==> config.mk <==
export PLATFORM = sky130hd
export DESIGN_NAME = branch_resolve
export DESIGN_NICKNAME = d
export VERILOG_FILES = /design/src/rtl/branch_resolve.sv
export SDC_FILE = /design/constraint.sdc
export NUM_CORES = 1
export LEC_CHECK = 0
export CAP_MARGIN = 40
export CORE_AREA = 2 2 171 173
export DETAILED_ROUTE_END_ITERATION = 8
export DIE_AREA = 0 0 173 175
export GPL_TIMING_DRIVEN = 0
export SETUP_SLACK_MARGIN = 0.02
export SLEW_MARGIN = 5
export SYNTH_ARGS = -nofsm -noshare
export SYNTH_HDL_FRONTEND = slang
export SYNTH_SLANG_ARGS = --single-unit
==> constraint.sdc <==
create_clock -name clk -period 3.2 [get_ports clk]
set_input_delay 0.64 -clock clk [delete_from_list [all_inputs] [get_ports clk]]
set_output_delay 0.64 -clock clk [all_outputs]
set_load 0.03 [all_outputs]
==> src/rtl/branch_resolve.sv <==
// Carries BTB predictions F->D->E, resolves them in EX, reports mispredicts combinationally, updates BTB one cycle later.
// Never stalls: a redirect is reported every miss cycle and all pipeline holds come from the StallX/FlushX inputs.
module branch_resolve #(
  parameter int         CNT_W = 32,
  parameter logic [6:0] BR_OP = 7'b1100011
) (
  input  logic             clk,
  input  logic             rst,
  input  logic             StallD,
  input  logic             FlushD,
  input  logic             StallE,
  input  logic             FlushE,
  input  logic             PredictedF,
  input  logic [31:0]      PredictedPCF,
  input  logic [31:0]      PCE,
  input  logic [6:0]       OpcodeE,
  input  logic             BranchE,
  input  logic [31:0]      BrNPC,
  output logic             PredMissE,
  output logic [31:0]      CorrectPC,
  output logic             BtbWr,
  output logic [31:0]      BtbWrPC,
  output logic [31:0]      BtbWrTarget,
  output logic             BtbWrValid,
  output logic [CNT_W-1:0] BranchCount,
  output logic [CNT_W-1:0] MissCount
);

  logic        instVD, predVD;
  logic [31:0] predPCD;
  logic        instVE, predVE;
  logic [31:0] predPCE;

  logic        resolveE, isBrE;
  logic        wrValidE;
  logic [31:0] wrTargetE;
  logic        btbWrQ;

  always_ff @(posedge clk) begin
    if (rst || FlushD) begin
      instVD  <= 1'b0;
      predVD  <= 1'b0;
      predPCD <= '0;
    end else if (!StallD) begin
      instVD  <= 1'b1;
      predVD  <= PredictedF;
      predPCD <= PredictedPCF;
    end
  end

  always_ff @(posedge clk) begin
    if (rst || FlushE) begin
      instVE  <= 1'b0;
      predVE  <= 1'b0;
      predPCE <= '0;
    end else if (!StallE) begin
      instVE  <= instVD;
      predVE  <= predVD;
      predPCE <= predPCD;
    end
  end

  // A stalled instruction resolves only on the cycle it is released.
  assign resolveE = instVE & ~StallE & ~rst;
  assign isBrE    = (OpcodeE == BR_OP);

  always_comb begin
    PredMissE = 1'b0;
    CorrectPC = '0;
    wrValidE  = 1'b0;
    wrTargetE = '0;
    if (resolveE) begin
      if (isBrE) begin
        if (BranchE) begin
          if (!predVE || (predPCE != BrNPC)) begin
            PredMissE = 1'b1;
            CorrectPC = BrNPC;
            wrValidE  = 1'b1;
            wrTargetE = BrNPC;
          end
        end else if (predVE) begin
          PredMissE = 1'b1;
          CorrectPC = PCE + 32'd4;
        end
      end else if (predVE) begin
        // BTB aliased a non-branch: drop the stale entry and fall through.
        PredMissE = 1'b1;
        CorrectPC = PCE + 32'd4;
      end
    end
  end

  always_ff @(posedge clk) begin
    if (rst) begin
      btbWrQ      <= 1'b0;
      BtbWrPC     <= '0;
      BtbWrTarget <= '0;
      BtbWrValid  <= 1'b0;
    end else begin
      btbWrQ      <= PredMissE;
      BtbWrPC     <= PredMissE ? PCE : '0;
      BtbWrTarget <= wrTargetE;
      BtbWrValid  <= wrValidE;
    end
  end

  // A write due in a reset cycle is dropped rather than issued.
  assign BtbWr = btbWrQ & ~rst;

  always_ff @(posedge clk) begin
    if (rst) begin
      BranchCount <= '0;
      MissCount   <= '0;
    end else if (resolveE) begin
      if (isBrE && (BranchCount != {CNT_W{1'b1}}))
        BranchCount <= BranchCount + 1'b1;
      if (PredMissE && (MissCount != {CNT_W{1'b1}}))
        MissCount <= MissCount + 1'b1;
    end
  end

endmodule
==> impl_metrics.tcl <==
set metrics [dict create \
    grt_overflow 0 \
    mostFrequentLayoutCells "clkdlybuf4s50_1, dfxtp_1, nor2_1" \
    synth.net_count 1001 \
    yosysSeqAreaShare_pct 46.9 \
    dp_hpwl_um 21500 \
    vdd_drop_max_v 0.000289 \
    grt_pass1_vias 7128 \
    tightest_slew_ns 0.784 \
    totalWireLength_um 27900 \
    cts.path.max_buffers 2 \
    min_path_type "reg2reg" \
    ys.flop_type "dfxtp_1" \
    maxCapViolations 0 \
    worstPathRequired_ns 2.56 \
    cp-end-kind "primary output" \
    drc 0 \
    wl_met1_um 13100 \
    finalClockSkew_ns 0.0155 \
    max_slew_margin_pct 47.8 \
    routabilityCongestion 0.832 \
    vias 7349 \
    netlist.top_cell.by_area "dfxtp_1" \
    wl_met3_um 1130 \
    first_pass_iters 4 \
    rows 62 \
    setup_violations 29 \
    areaGrowthSynthToFinish_pct 51.2 \
    vias_per_cell 4.59 \
    path_max_fanout 5 \
    drt_iter0_drc 376 \
    crit_path_start_kind "input port" \
    run_status "complete, but fails checks" \
    synth_top_area_share_pct 46.9 \
    syn_avg_cell_area_um2 9.53 \
    crit_arrival_ns 2.67 \
    p_leak_nw 5.37 \
    track_usage_pct 18.4 \
    numCtsBuffers 17 \
    tritoncts "built" \
    final_nets 1317 \
    layout_commonest_cell "clkdlybuf4s50_1" \
    ios 274 \
    synth_edf_count 0 \
    syn_inst 887 \
    rrSetupSlack_ns 0.37 \
    dieArea_um2 30300 \
    violations "negative setup slack" \
    drive_gt1_share_pct 18.6 \
    async_flop_share_pct 0 \
    fin_crit_sh_pct 103 \
    ys_top_cells_by_area "dfxtp_1, mux2i_1, xor2_1" \
    antenna_found_initial 2 \
    grt_pass1_wl_um 42800 \
    portBuffers 270 \
    syn_area_um2 8460 \
    wl_per_cell_um 17.4 \
    p_per_area_nw_per_um2 392 \
    start_util_pct 29.8 \
    core-area_um2 28400 \
    clkLatencyLatePin_ns 0.44 \
    ant_nets 0 \
    met2_length_um 13100 \
    grt_max_degree 19 \
    cts-root-buf "clkbuf_16" \
    clk_pin_slew_ns 0.07 \
    rsz0062_at_grt "yes" \
    yosysWarnings 0 \
    hold_violations 0 \
    fin_crit_ns 3.31 \
    cts_sinks 198 \
    die_w_um 173 \
    highest_layer "met4" \
    postLayoutSetupSlackWorst_ns -0.107 \
    pre_cts_slack_ns -1.45 \
    htree_levels 4 \
    path_class "in2out" \
    fmax_mhz 302 \
    ys_ff_latch 198 \
    finalPower_mw 5.02 \
    synth_cell_type_count 53 \
    fp.dieH_um 175 \
    maxSlewViolCount 0 \
]
layout make-up:
type	instances	area (um2)
repair buffers	299	2870
well taps	384	480
multi-input cells	629	4540
diodes	2	5.00
clock buffers	20	457
clock inverters	12	139
inverters	15	58.8
plain buffers	43	264
flip-flops and latches	198	3970
fillers	2791	15600
repair_timing:
item | in CTS | in global routing
cloned | 4 | 0
buffers inserted | 17 | 9
gates resized for setup | 428 | 26
pin swaps | 49 | 12
hold buffers | 0 | 0
endpoints found under the hold margin | 0 | 0
setup endpoints to repair | 33 | 33
layer usage:
metal | up-vias | GRT usage, %
li1 | 3667 | -
met1 | 3455 | 24.8
met2 | 196 | 29.8
met3 | 31 | 3.15
met4 | 0 | 6.64
met5 | - | 0
final timing paths:
kind,startpoint,to,depth (start not counted)
max,BrNPC[7],CorrectPC[21],10
min reg2reg,instVD,instVD,2
min,instVD,instVD,2
max reg2reg,predPCE[0],MissCount[1],13
power breakdown:
part / switching, mW / internal [mW] / total [mW]
logic: 0.173 / 0.170 / 0.343
clock network: 1.03 / 1.15 / 2.18
registers: 0.0118 / 2.48 / 2.49
stage by stage:
stage	area, um2	hold WS [ns]	std cells	TNS [ns]	util (%)
after floorplan	8460	0.425	887	0	-
after CTS	12700	0.453	1591	-1.23	44.7
after detailed placement	11600	0.443	1541	-64.85	41.0
after global routing	12800	0.461	1602	-3.52	45.0
after global placement	11600	0.438	1541	-65.35	41.0
final	12800	0.454	1602	-1.90	45.0
critical path, cell delays in order:
cell and delay (ns):
clkdlybuf4s15_2 0.22, xor2_1 0.15, nor4_1 0.25, nand4_1 0.15
buf_6 0.16, o311a_4 0.45, buf_8 0.16, and2_4 0.15
a21o_1 0.18, buf_6 0.15
synthesized netlist by cell type, drive strengths merged (11+ instances only):
master    n
a21o     28
a21oi    15
and2     66
and3     24
and4     11
buf      14
clkbuf   32
dfxtp   198
inv      15
mux2i    70
nand2    28
nand3    38
nand4    22
nor2    129
nor4     11
o21ai    15
or3      13
xnor2    28
xor2     75
state kept, by name (all words and copies together), names as in the netlist:
| name | cells |
|---|---|
| BranchCount | 32 |
| BtbWrPC | 32 |
| BtbWrTarget | 32 |
| MissCount | 32 |
| predPCD | 32 |
| predPCE | 32 |
| BtbWrValid | 1 |
| btbWrQ | 1 |
| instVD | 1 |
| instVE | 1 |
| predVD | 1 |
| predVE | 1 |
cell families after synthesis:
kind of cell,share of synthesized area [%]
buffers and inverters,3.14
multiplexers,8.77
AO/OA/AOI/OAI,7.21
adder cells (fa/ha/maj),0.444
flip-flops,46.9
AND/OR/NAND/NOR,22.9
XOR/XNOR,10.7
Note: power is estimated with default switching activity, not from simulation.
